## src/rtl/video_timing_controller.sv

```systemverilog
// Pixel-clock raster sequencer for the DVI path: registered fetch requests run PIX_LAT cycles
// ahead of de/hsync/vsync so the pixel source pipeline is hidden from the encoders.
module video_timing_controller #(
  parameter int   H_ACTIVE = 640,
  parameter int   H_FP     = 16,
  parameter int   H_SYNC   = 96,
  parameter int   H_BP     = 48,
  parameter int   V_ACTIVE = 480,
  parameter int   V_FP     = 10,
  parameter int   V_SYNC   = 2,
  parameter int   V_BP     = 33,
  parameter logic HS_POL   = 1'b0,
  parameter logic VS_POL   = 1'b0,
  parameter int   PIX_LAT  = 2
) (
  input  logic        i_clk,
  input  logic        i_rst_n,
  input  logic        i_en,
  output logic        o_pix_req,
  output logic [11:0] o_x,
  output logic [11:0] o_y,
  output logic        o_frame_start,
  output logic        o_line_start,
  output logic        o_de,
  output logic        o_hsync,
  output logic        o_vsync,
  output logic [1:0]  o_ctrl0,
  output logic [1:0]  o_ctrl1,
  output logic [1:0]  o_ctrl2
);

  typedef enum logic [1:0] {PH_ACTIVE, PH_FP, PH_SYNC, PH_BP} phase_t;

  localparam logic [11:0] H_ACT_M1  = 12'(H_ACTIVE - 1);
  localparam logic [11:0] H_FP_M1   = 12'(H_FP - 1);
  localparam logic [11:0] H_SYNC_M1 = 12'(H_SYNC - 1);
  localparam logic [11:0] H_BP_M1   = 12'(H_BP - 1);
  localparam logic [11:0] V_ACT_M1  = 12'(V_ACTIVE - 1);
  localparam logic [11:0] V_FP_M1   = 12'(V_FP - 1);
  localparam logic [11:0] V_SYNC_M1 = 12'(V_SYNC - 1);
  localparam logic [11:0] V_BP_M1   = 12'(V_BP - 1);

  phase_t      r_hState, w_hStateNxt, r_vState, w_vStateNxt;
  logic [11:0] r_hPhase, w_hPhaseNxt, r_vPhase, w_vPhaseNxt;
  logic [11:0] r_hCnt, w_hCntNxt, r_vCnt, w_vCntNxt;
  logic [11:0] w_hLastIdx, w_vLastIdx;
  logic        w_hLast, w_vLast, w_hWrap;
  logic        w_pixReq, w_frameStart, w_lineStart, w_hsRaw, w_vsRaw;
  logic        r_pixReq, r_frameStart, r_lineStart, r_hsRaw, r_vsRaw;
  logic [11:0] r_x, r_y;
  logic        w_deOut, w_hsOut, w_vsOut;

  function automatic phase_t nextPhase(input phase_t p);
    case (p)
      PH_ACTIVE: return PH_FP;
      PH_FP:     return PH_SYNC;
      PH_SYNC:   return PH_BP;
      default:   return PH_ACTIVE;
    endcase
  endfunction

  always_ff @(posedge i_clk or negedge i_rst_n) begin
    if (!i_rst_n) begin
      r_hState <= PH_ACTIVE;
      r_vState <= PH_ACTIVE;
      r_hPhase <= '0;
      r_vPhase <= '0;
      r_hCnt   <= '0;
      r_vCnt   <= '0;
    end else begin
      r_hState <= w_hStateNxt;
      r_vState <= w_vStateNxt;
      r_hPhase <= w_hPhaseNxt;
      r_vPhase <= w_vPhaseNxt;
      r_hCnt   <= w_hCntNxt;
      r_vCnt   <= w_vCntNxt;
    end
  end

  // The vertical machine only moves on the cycle the horizontal one wraps BP -> ACTIVE.
  always_comb begin
    case (r_hState)
      PH_FP:   w_hLastIdx = H_FP_M1;
      PH_SYNC: w_hLastIdx = H_SYNC_M1;
      PH_BP:   w_hLastIdx = H_BP_M1;
      default: w_hLastIdx = H_ACT_M1;
    endcase
    case (r_vState)
      PH_FP:   w_vLastIdx = V_FP_M1;
      PH_SYNC: w_vLastIdx = V_SYNC_M1;
      PH_BP:   w_vLastIdx = V_BP_M1;
      default: w_vLastIdx = V_ACT_M1;
    endcase
    w_hLast = (r_hPhase == w_hLastIdx);
    w_vLast = (r_vPhase == w_vLastIdx);
    w_hWrap = w_hLast && (r_hState == PH_BP);

    w_hStateNxt = r_hState;
    w_hPhaseNxt = r_hPhase + 12'd1;
    w_hCntNxt   = r_hCnt + 12'd1;
    w_vStateNxt = r_vState;
    w_vPhaseNxt = r_vPhase;
    w_vCntNxt   = r_vCnt;
    if (w_hLast) begin
      w_hStateNxt = nextPhase(r_hState);
      w_hPhaseNxt = '0;
    end
    if (w_hWrap) begin
      w_hCntNxt   = '0;
      w_vPhaseNxt = r_vPhase + 12'd1;
      w_vCntNxt   = r_vCnt + 12'd1;
      if (w_vLast) begin
        w_vStateNxt = nextPhase(r_vState);
        w_vPhaseNxt = '0;
        if (r_vState == PH_BP) w_vCntNxt = '0;
      end
    end
    if (!i_en) begin
      w_hStateNxt = PH_ACTIVE;
      w_vStateNxt = PH_ACTIVE;
      w_hPhaseNxt = '0;
      w_vPhaseNxt = '0;
      w_hCntNxt   = '0;
      w_vCntNxt   = '0;
    end
  end

  always_comb begin
    w_pixReq     = i_en && (r_hState == PH_ACTIVE) && (r_vState == PH_ACTIVE);
    w_frameStart = i_en && (r_hCnt == 12'd0) && (r_vCnt == 12'd0);
    w_lineStart  = i_en && (r_hCnt == 12'd0) && (r_vState == PH_ACTIVE);
    w_hsRaw      = i_en && (r_hState == PH_SYNC);
    w_vsRaw      = i_en && (r_vState == PH_SYNC);
  end

  always_ff @(posedge i_clk or negedge i_rst_n) begin
    if (!i_rst_n) begin
      r_pixReq     <= 1'b0;
      r_frameStart <= 1'b0;
      r_lineStart  <= 1'b0;
      r_hsRaw      <= 1'b0;
      r_vsRaw      <= 1'b0;
      r_x          <= '0;
      r_y          <= '0;
    end else begin
      r_pixReq     <= w_pixReq;
      r_frameStart <= w_frameStart;
      r_lineStart  <= w_lineStart;
      r_hsRaw      <= w_hsRaw;
      r_vsRaw      <= w_vsRaw;
      if (w_pixReq) begin
        r_x <= r_hCnt;
        r_y <= r_vCnt;
      end
    end
  end

  generate
    if (PIX_LAT == 0) begin : g_noDelay
      assign {w_deOut, w_hsOut, w_vsOut} = {r_pixReq, r_hsRaw, r_vsRaw};
    end else begin : g_delay
      logic [PIX_LAT-1:0][2:0] r_dly;
      always_ff @(posedge i_clk or negedge i_rst_n) begin
        if (!i_rst_n) begin
          r_dly <= '0;
        end else begin
          r_dly[0] <= {r_pixReq, r_hsRaw, r_vsRaw};
          for (int i = 1; i < PIX_LAT; i++) r_dly[i] <= r_dly[i-1];
        end
      end
      assign {w_deOut, w_hsOut, w_vsOut} = r_dly[PIX_LAT-1];
    end
  endgenerate

  assign o_pix_req     = r_pixReq;
  assign o_x           = r_x;
  assign o_y           = r_y;
  assign o_frame_start = r_frameStart;
  assign o_line_start  = r_lineStart;
  assign o_de          = w_deOut;
  assign o_hsync       = w_hsOut ? HS_POL : ~HS_POL;
  assign o_vsync       = w_vsOut ? VS_POL : ~VS_POL;
  assign o_ctrl0       = {o_vsync, o_hsync};
  assign o_ctrl1       = 2'b00;
  assign o_ctrl2       = 2'b00;

endmodule

```

## config.mk

```make
export PLATFORM = sky130hd
export DESIGN_NAME = video_timing_controller
export DESIGN_NICKNAME = d
export VERILOG_FILES = /design/src/rtl/video_timing_controller.sv
export SDC_FILE = /design/constraint.sdc
export NUM_CORES = 1
export LEC_CHECK = 0
export CAP_MARGIN = 25
export CORE_MARGIN = 4
export CORE_UTILIZATION = 52
export DETAILED_ROUTE_END_ITERATION = 10
export PLACE_DENSITY = 0.86
export SLEW_MARGIN = 20
export SYNTH_ARGS = -nofsm -noshare
export SYNTH_HDL_FRONTEND = slang
export SYNTH_SLANG_ARGS = --single-unit
```

## constraint.sdc

```tcl
create_clock -name i_clk -period 2.4 [get_ports i_clk]
set_input_delay 0.48 -clock i_clk [delete_from_list [all_inputs] [get_ports i_clk]]
set_output_delay 0.48 -clock i_clk [all_outputs]
set_load 0.1 [all_outputs]
```

## Word-level counts from Yosys, hierarchy flattened

Cells that the tools add are included.

- Add/subtract/negate cells: 4
- Equal/unequal tests: 11
- Mux-type cells: 22
- Reductions and logical operators: 13

Operators by type and width:

| kind | number |
|---|---|
| $mux 12 | 11 |
| $add 12x1->12 const B | 4 |
| $pmux 10 s3 | 1 |
| $pmux 9 s3 | 1 |
| $eq 12x12->1 | 2 |
| $logic_not 12->1 | 2 |
| $pmux 2 s3 | 2 |
| $mux 2 | 5 |
| $eq 2x2->1 const B | 4 |
| $logic_and 1x1->1 | 8 |
| $ne 2x1->1 const B | 3 |
| $eq 2x1->1 const B | 2 |
| $logic_not 2->1 | 2 |
| $mux 1 | 2 |
| $reduce_and 2->1 | 1 |

- Bits in registers: 87
- Input bits: 3
- Output and inout port bits: 36
- Word-level logic and storage cells: 65

## Logic depth before layout (Yosys ltp)

Gate-level depths: netlist (run 1).

- Depth in word-level cells: 6
- Depth in mapped cells: 9
- Gate-level depth less buffers: 7

## Worst setup path after synthesis (run 1)

OpenSTA, ideal clock, no wires.

- Kind: register to register
- From: register r_vState[0]
- To: register r_vCnt[8]
- Library setup time: 0.128 ns
- Data arrival time: 2.208 ns
- Required time: 2.272 ns
- Path slack: 0.063 ns
- Stages on the path, launching flop included: 10
- Path buffers: 2
- Period minus slack after synthesis: 2.337 ns
- Path through: dfrtp_1 inv_1 ha_1 buf_2 nor3_1 o211ai_1 a2111oi_0 clkbuf_1 a2bb2oi_1 o31ai_2

- Word-level cells in the longest chain between the ends: 6
- Elaborated cells between the ends (all ways): 9
- Classes of those cells: 4 x eq/ne; 5 x mux

Ends and longest elaborated chain:

| what | RTL line | RTL |
|---|---|---|
| from (decl) | 43 | `phase_t r_hState, w_hStateNxt, r_vState, w_vStateNxt;` |
| from (signal assigned) | 72 | `r_vState <= w_vStateNxt;` |
| $eq 2x2->1, or another cell as far along | 88, 115 |  |
| $pmux 9 s3 | 88 | `case (r_vState)` |
| $eq 12x12->1 | 95 | `w_vLast = (r_vPhase == w_vLastIdx);` |
| $mux 12 (*) | 112 | `if (w_vLast) begin` |
| $mux 12 (*) | 108 | `if (w_hWrap) begin` |
| $mux 12 (*) | 118 | `if (!i_en) begin` |
| to (signal assigned) | 76 | `r_vCnt <= w_vCntNxt;` |
| to (decl) | 45 | `logic [11:0] r_hCnt, w_hCntNxt, r_vCnt, w_vCntNxt;` |

Mark *: on every way between the ends. The rest lies on a longest branch, timed or not. The select of a mux whose other input is x is not followed.
A chain may end at the register's enable or synchronous reset.

## Worst setup path in the final report (run 1)

Ends and elaborated chain as after synthesis.

==> results of run 1 <==
[Yosys cell counts (2+ instances only)]
cell and number:
sky130_fd_sc_hd__and3_2 2, sky130_fd_sc_hd__and2_1 4, sky130_fd_sc_hd__nand2b_1 5, sky130_fd_sc_hd__clkbuf_1 14
sky130_fd_sc_hd__nand3_1 41, sky130_fd_sc_hd__xor2_1 12, sky130_fd_sc_hd__and3_1 14, sky130_fd_sc_hd__o31ai_1 6
sky130_fd_sc_hd__nor4b_1 2, sky130_fd_sc_hd__mux2i_1 7, sky130_fd_sc_hd__a21oi_1 10, sky130_fd_sc_hd__dfrtp_1 87
sky130_fd_sc_hd__o211ai_1 4, sky130_fd_sc_hd__nand4_1 7, sky130_fd_sc_hd__buf_2 5, sky130_fd_sc_hd__buf_4 8
sky130_fd_sc_hd__nor2_1 35, sky130_fd_sc_hd__nor2b_1 2, sky130_fd_sc_hd__nand2_1 37, sky130_fd_sc_hd__ha_1 13
sky130_fd_sc_hd__nor4_1 3, sky130_fd_sc_hd__mux2_2 20, sky130_fd_sc_hd__nand4b_1 4, sky130_fd_sc_hd__inv_1 14
sky130_fd_sc_hd__or3_1 5, sky130_fd_sc_hd__o21ai_0 8, sky130_fd_sc_hd__nor3_1 10, sky130_fd_sc_hd__xnor2_1 13
sky130_fd_sc_hd__a2bb2oi_1 6
[through the flow]
step	cell area, um2	power, mW	hold slack (ps)
after floorplan	4310	2.14	184
after global placement	4660	2.28	334
after detailed placement	4660	2.30	339
after CTS	4880	3.43	99.7
after global routing	4900	3.53	130
final	4900	3.40	95.4
[worst max-delay path by stage]
| stage | from | end | depth (start not counted) |
|---|---|---|---|
| after floorplan | r_vState[0] | r_vCnt[8] | 9 |
| after global placement | r_hState[0] | r_vPhase[10] | 7 |
| after detailed placement | r_vState[0] | r_vCnt[7] | 7 |
| after CTS | r_vState[0] | r_vCnt[7] | 7 |
| after global routing | r_vState[1] | r_vCnt[8] | 8 |
| final | r_vState[0] | r_vCnt[8] | 8 |
[worst reg2reg max path, stage by stage (launching register included)]
cell,delay (ps)
sky130_fd_sc_hd__dfrtp_1,400
sky130_fd_sc_hd__inv_1,80
sky130_fd_sc_hd__ha_1,300
sky130_fd_sc_hd__nor3_1,230
sky130_fd_sc_hd__nand2_1,110
sky130_fd_sc_hd__a2111oi_2,450
sky130_fd_sc_hd__buf_4,260
sky130_fd_sc_hd__a2bb2oi_1,230
sky130_fd_sc_hd__o31ai_2,90
[cell type report]
cell class	instances	area, um2	area share [%]
Tap cell	102	128	2.60
Multi-Input combinational cell	293	1950	39.8
Timing Repair Buffer	46	373	7.60
Sequential cell	87	2180	44.4
Clock buffer	10	138	2.81
Clock inverter	5	82.6	1.68
Inverter	14	52.6	1.07
[cells by family after synthesis]
| logic type | Yosys count | share of synthesized area, % |
|---|---|---|
| AND/OR/NAND/NOR | 182 | 22.4 |
| other | 1 | 0.0873 |
| buffers and inverters | 41 | 4.43 |
| adder cells (fa/ha/maj) | 13 | 3.79 |
| flip-flops | 87 | 50.7 |
| multiplexers | 27 | 6.88 |
| XOR/XNOR | 25 | 5.10 |
| AO/OA/AOI/OAI | 42 | 6.64 |
[flip-flops by register name, summed over array words and instances, names as in the netlist, 2 cells and up]
name           cells
g_delay.r_dly      5
o_x               12
o_y               12
r_hCnt            12
r_hPhase          12
r_hState           2
r_vCnt            12
r_vPhase          12
r_vState           2
[what timing repair did]
item / CTS / global route
endpoints found under the setup margin: 0 / 29
setup buffers: 0 / 1
gates resized for setup: 0 / 5
[per-layer routing]
layer / GRT usage [%] / wire, um / vias up
met4: 10.6 / 179 / 0
met2: 30.2 / 4300 / 87
met3: 2.76 / 411 / 16
met1: 23.4 / 3730 / 1550
met5: 0 / 0 / -
li1: - / - / 1511
[power groups by stage]
stage | registers (mW) | clock network [mW] | logic (mW)
2_1_floorplan | 1.93 | 0 | 0.208
3_3_place_gp | 1.67 | 0 | 0.612
3_5_place_dp | 1.68 | 0 | 0.623
4_1_cts | 1.65 | 1.15 | 0.625
5_1_grt | 1.67 | 1.21 | 0.654
6_report | 1.65 | 1.13 | 0.619
==> implementation parameters, run 1 <==
Parameter                              Value

Floorplan
  Floorplan die area    0.00978 mm2
  Die W    98.9 um
  Die Y    approximately 99 um
  Site row count    32
  Number of ports placed on the die boundary    39
  Initial core utilization    54.4%
  Area of the core region    0.00789 mm2

Route
  Vias per std cell    about 5.7
  Number of nets with antenna violations after detailed routing    0
  Detailed-router iteration count before antenna repair    4
  DR DRC count    0
  Per-cell routed wire length    15.5 um
  Starting DRC count in detailed routing    roughly 250
  DR vias    3,164
  Post-detailed-routing wire length    8.63 mm

GRT
  All-Layer GR Usage    18.5%
  Antenna violations before repair    0
  Aggregate global routing overflow    0
  Number of global-route vias before repair    about 3,100
  Wire length of the first global-routing pass    14.6 mm
  Largest net degree at the start of global routing    47

Logic synthesis
  Area share of the leading cell type in the synthesized netlist    50.7%
  Ys async rst share    100%
  Summed instance area of the synthesized netlist    0.00429 mm2
  Yosys reg bits    87
  Most frequently used flop master after synthesis    sky130_fd_sc_hd__dfrtp_1
  Count of flip-flops with a built-in enable after synthesis    0
  Proportion of synthesized chip area in sequential cells    50.7%
  Post-synthesis cell count    approximately 420
  Library cell occupying the most area in the post-synthesis netlist    sky130_fd_sc_hd__dfrtp_1
  Top cells by area, synth    sky130_fd_sc_hd__dfrtp_1 51%, sky130_fd_sc_hd__mux2_2 5.2%, sky130_fd_sc_hd__nand3_1 4.8%
  Mean Syn Cell Area    10.3 um2
  Count of cell types in the netlist    49
  YS warnings    0

Worst setup path
  Series of cell instances along the critical path    inv_1, ha_1, nor3_1, nand2_1, a2111oi_2, buf_4, a2bb2oi_1, o31ai_2
  Endpoint required time on the critical path    2650 ps
  Crit path launch type    flip-flop
  Crit path buf inv count    2
  Delay-heaviest family, CP    compound AO/OA/AOI/OAI gates
  Kind of critical path    reg -> reg
  Worst Reg2Reg Path Length in Cells    8
  Delay of the slowest cell on the worst path    450 ps
  Worst Path Max Fanout    12
  Data arrival time of the worst path    2510 ps
  Flop2flop setup slack    130 ps
  Launch point of the worst reg-to-reg path    r_vState[0]
  Slowest library cell on the worst path    sky130_fd_sc_hd__a2111oi_2
  Setup crit end kind    flip-flop
  Worst flop-to-flop path endpoint    r_vCnt[8]

CTS
  Number of buffers added by the clock tree synthesis step    9
  Clock tree buffer depth    2
  Insertion delay to the later sink of the worst-skew pair    360 ps
  Clock slew seen by the registers of the worst setup and hold paths    90 ps
  Sink Count    87
  H-tree depth    3
  CTS tree    built
  Hold buffer count at cts    0
  Clk root buf    sky130_fd_sc_hd__clkbuf_8

Finish
  Non-filler instance count after layout    557
  Number of inserted filler cells in the final layout    594
  Fraction of layout cells with a size suffix above 1    20.7%
  Post-layout utilization of the core    62.2%
  Most used cells in the layout excluding fill and tap cells    86 x sky130_fd_sc_hd__dfrtp_1, 43 x sky130_fd_sc_hd__buf_4, 41 x sky130_fd_sc_hd__nand3_1
  Growth of design area from synthesis to finish    14.2%
  Number of antenna diodes    0
  Final nets    ~470
  Commonest non-fill, non-tap cell in the layout    sky130_fd_sc_hd__dfrtp_1

Power and ir drop
  Worst-case vdd ir drop    between 0.3 and 0.4 mV
  Reg power frac    approximately 49%
  Leakage dissipation    2.26 nW
  Share of total power in combinational logic    between 10% and 20%
  Share of total power consumed by net switching    32.0%
  Ratio of total power to cell area    693 mW/mm2
  Power Internal    2.31 mW
  Part of the power in the clock network    33.2%
  Switching component of the power    1.09 mW

Placed design
  Half-perimeter wire length after detailed placement    between 5 and 6 mm
  RePlAce Congestion    0.883
  Setup slack at placement    approximately 73 ps
  Number of placed instances, taps included    541
  I/O Buffers    34

STA
  Time the worst path needs with I/O delays and setup    2270 ps
  Max Clock Freq    441 MHz
  Slew at the pin closest to its max-slew limit    552 ps
  Worst-case setup margin in the final layout    132 ps
  Slew headroom    62.9%
  Count of endpoints failing hold in the final timing report    0
  Setup repair after global routing missed its margin    no
  Final clock period utilization by the worst path    between 90 and 100%
  Setup TNS after final layout    0 ps
  Setup-violating endpoint count in the final report    0
  Worst setup skew after layout    10.3 ps
  Max-slew violation count    0

Hold path
  Path class of the lowest-slack min-delay path    in -> async

Run status
  Outcome    completed

Run
  Maximum Capacitance Violations    0
Note: power is estimated with default switching activity, not from simulation.
==> run 2, diff against run 1 <==
- MAX_ROUTING_LAYER: not set -> met4
==> run 2 against run 1 <==
Against the previous run:
- combinational power about the same
- non-clock buffer count unchanged
- cell count increased by 0.18%
- critical path depth unchanged
- total power decreased by 5.4%
- fmax decreased by 0.60%
- via count decreased by 0.19%
- critical endpoint unchanged
- largest power group unchanged
==> implementation parameters, run 2 (synthesized netlist as in run 1, its figures left out) <==
Parameter                              Value

GRT
  Number of global-route vias before repair    3,209
  Largest net degree at the start of global routing    47
  Antenna violations before repair    0
  Wire length of the first global-routing pass    14.9 mm
  All-Layer GR Usage    19.2%
  Aggregate global routing overflow    0

STA
  Count of endpoints failing hold in the final timing report    0
  Slew at the pin closest to its max-slew limit    between 500 and 600 ps
  Slew headroom    around 64%
  Setup repair after global routing missed its margin    yes
  Final clock period utilization by the worst path    95.1%
  Setup-violating endpoint count in the final report    0
  Setup TNS after final layout    0 ps
  Max Clock Freq    between 400 and 500 MHz
  Time the worst path needs with I/O delays and setup    2280 ps
  Max-slew violation count    0
  Worst setup skew after layout    7.00 ps

CTS
  Hold buffer count at cts    0
  Insertion delay to the later sink of the worst-skew pair    360 ps
  Number of buffers added by the clock tree synthesis step    9
  Clk root buf    sky130_fd_sc_hd__clkbuf_8
  Clock slew seen by the registers of the worst setup and hold paths    90 ps
  CTS tree    built
  Clock tree buffer depth    2
  H-tree depth    3
  Sink Count    slightly below 90

Placed design
  Half-perimeter wire length after detailed placement    5.89 mm
  Placed Instance Area    0.00466 mm2
  Number of placed instances, taps included    541
  I/O Buffers    34
  RePlAce Congestion    0.931

Floorplan
  Floorplan die area    just under 0.01 mm2
  Area of the core region    between 0.007 and 0.008 mm2
  Die W    slightly below 100 um
  Die Y    98.9 um
  Initial core utilization    54.4%
  Site row count    32
  Number of ports placed on the die boundary    39

Worst setup path
  Worst Path Max Fanout    12
  Data arrival time of the worst path    2530 ps
  Flop2flop setup slack    120 ps
  Kind of critical path    reg -> reg
  Setup crit end kind    flip-flop
  Endpoint required time on the critical path    2650 ps
  Crit path launch type    flip-flop
  Critical Path Source    r_vState[0]
  Launch point of the worst reg-to-reg path    r_vState[0]

Power and ir drop
  Worst-case vdd ir drop    around 0.28 mV
  Leakage dissipation    between 2 and 2.5 nW
  Ratio of total power to cell area    661 mW/mm2

Route
  Per-cell routed wire length    15.2 um
  DR vias    3,158
  Starting DRC count in detailed routing    around 240
  DR DRC count    0
  Detailed-router iteration count before antenna repair    4
  Post-detailed-routing wire length    8.49 mm
  Vias per std cell    ~5.7
  Number of nets with antenna violations after detailed routing    0

Finish
  Growth of design area from synthesis to finish    13.2%
  Most used cells in the layout excluding fill and tap cells    86 x sky130_fd_sc_hd__dfrtp_1, 43 x sky130_fd_sc_hd__buf_4, 41 x sky130_fd_sc_hd__nand3_1
  Post-layout utilization of the core    61.6%
  Final Instance Area    0.00486 mm2
  Non-filler instance count after layout    558
  Commonest non-fill, non-tap cell in the layout    sky130_fd_sc_hd__dfrtp_1
  Final nets    approximately 470
  Fraction of layout cells with a size suffix above 1    20.6%
  Number of antenna diodes    0

Hold path
  Path class of the lowest-slack min-delay path    in -> async

Run
  Maximum Capacitance Violations    0

Run status
  Outcome    completed
==> run 2: cell types whose count changed in the layout (fill, tap and decap cells not counted) <==
cell / delta
sky130_fd_sc_hd__bufinv_16: -2
sky130_fd_sc_hd__inv_6: +2
sky130_fd_sc_hd__clkinv_2: +1
sky130_fd_sc_hd__clkinv_4: -1
sky130_fd_sc_hd__clkinvlp_4: +1
sky130_fd_sc_hd__or3_1: +1
sky130_fd_sc_hd__or3_4: -1
==> run 2: path summary, 6_finish.rpt <==
kind                                          to  cells after the start
worst max-delay path                   r_vCnt[8]                      8
worst min-delay path                   r_vCnt[7]                      1
worst max register to register         r_vCnt[8]                      8
worst min register to register  g_delay.r_dly[3]                      0
max in group asynchronous                 o_x[9]                      2
min in group i_clk              g_delay.r_dly[3]                      0
==> run 2: stage by stage <==
| stage | hold slack (ps) | worst slack, ps | total power, mW |
|---|---|---|---|
| floorplan | 184 | 63.4 | 2.14 |
| global placement | 333 | 165 | 2.28 |
| detailed placement | 335 | 9.33 | 2.30 |
| CTS | 111 | 49.7 | 3.24 |
| global route | 135 | -12.5 | 3.36 |
| finish | 100 | 118 | 3.21 |
==> run 2: routing by layer <==
layer  vias to the layer above  GRT usage, %  wire (um)
met5                         -             -          0
met4                         0          9.56        206
li1                       1515             -          -
met3                        21          3.68        424
met2                        85          29.9       4180
met1                      1537          24.0       3690
==> run 2: timing repair <==
item                       4_1_cts  5_1_grt
setup buffers                    0        1
gates resized for setup          1        3
pin swaps                        0        2
setup endpoints to repair        2       27
==> run 2: area by class of cell <==
| class | instances | area, um2 |
|---|---|---|
| clock buffers | 10 | 138 |
| clock inverters | 6 | 43.8 |
| fillers | 608 | 3030 |
| inverters | 14 | 52.6 |
| multi-input cells | 293 | 1950 |
| flip-flops and latches | 87 | 2180 |
| well taps | 102 | 128 |
| repair buffers | 46 | 373 |
==> run 2: worst max-delay path, cell delays in order (launching register included) <==
cell                        delay [ps]
sky130_fd_sc_hd__dfrtp_1           400
sky130_fd_sc_hd__inv_1              80
sky130_fd_sc_hd__ha_1              300
sky130_fd_sc_hd__nor3_1            260
sky130_fd_sc_hd__o211ai_1          160
sky130_fd_sc_hd__a2111oi_2         400
sky130_fd_sc_hd__buf_4             260
sky130_fd_sc_hd__a2bb2oi_1         220
sky130_fd_sc_hd__o31ai_2            90
==> run 2: where the power goes <==
part	internal (mW)	leakage (nW)	switching, mW	total (mW)
Combinational	0.153	0.965	0.467	0.620
Clock	0.410	0.0930	0.536	0.946
Sequential	1.55	1.18	0.100	1.65
Total	2.11	2.24	1.10	3.21
==> run 3, diff against run 2 <==
- SLEW_MARGIN: 20 -> not set
==> results of run 3 <==
Final layout, timing and power as in run 2 (identical DEF).
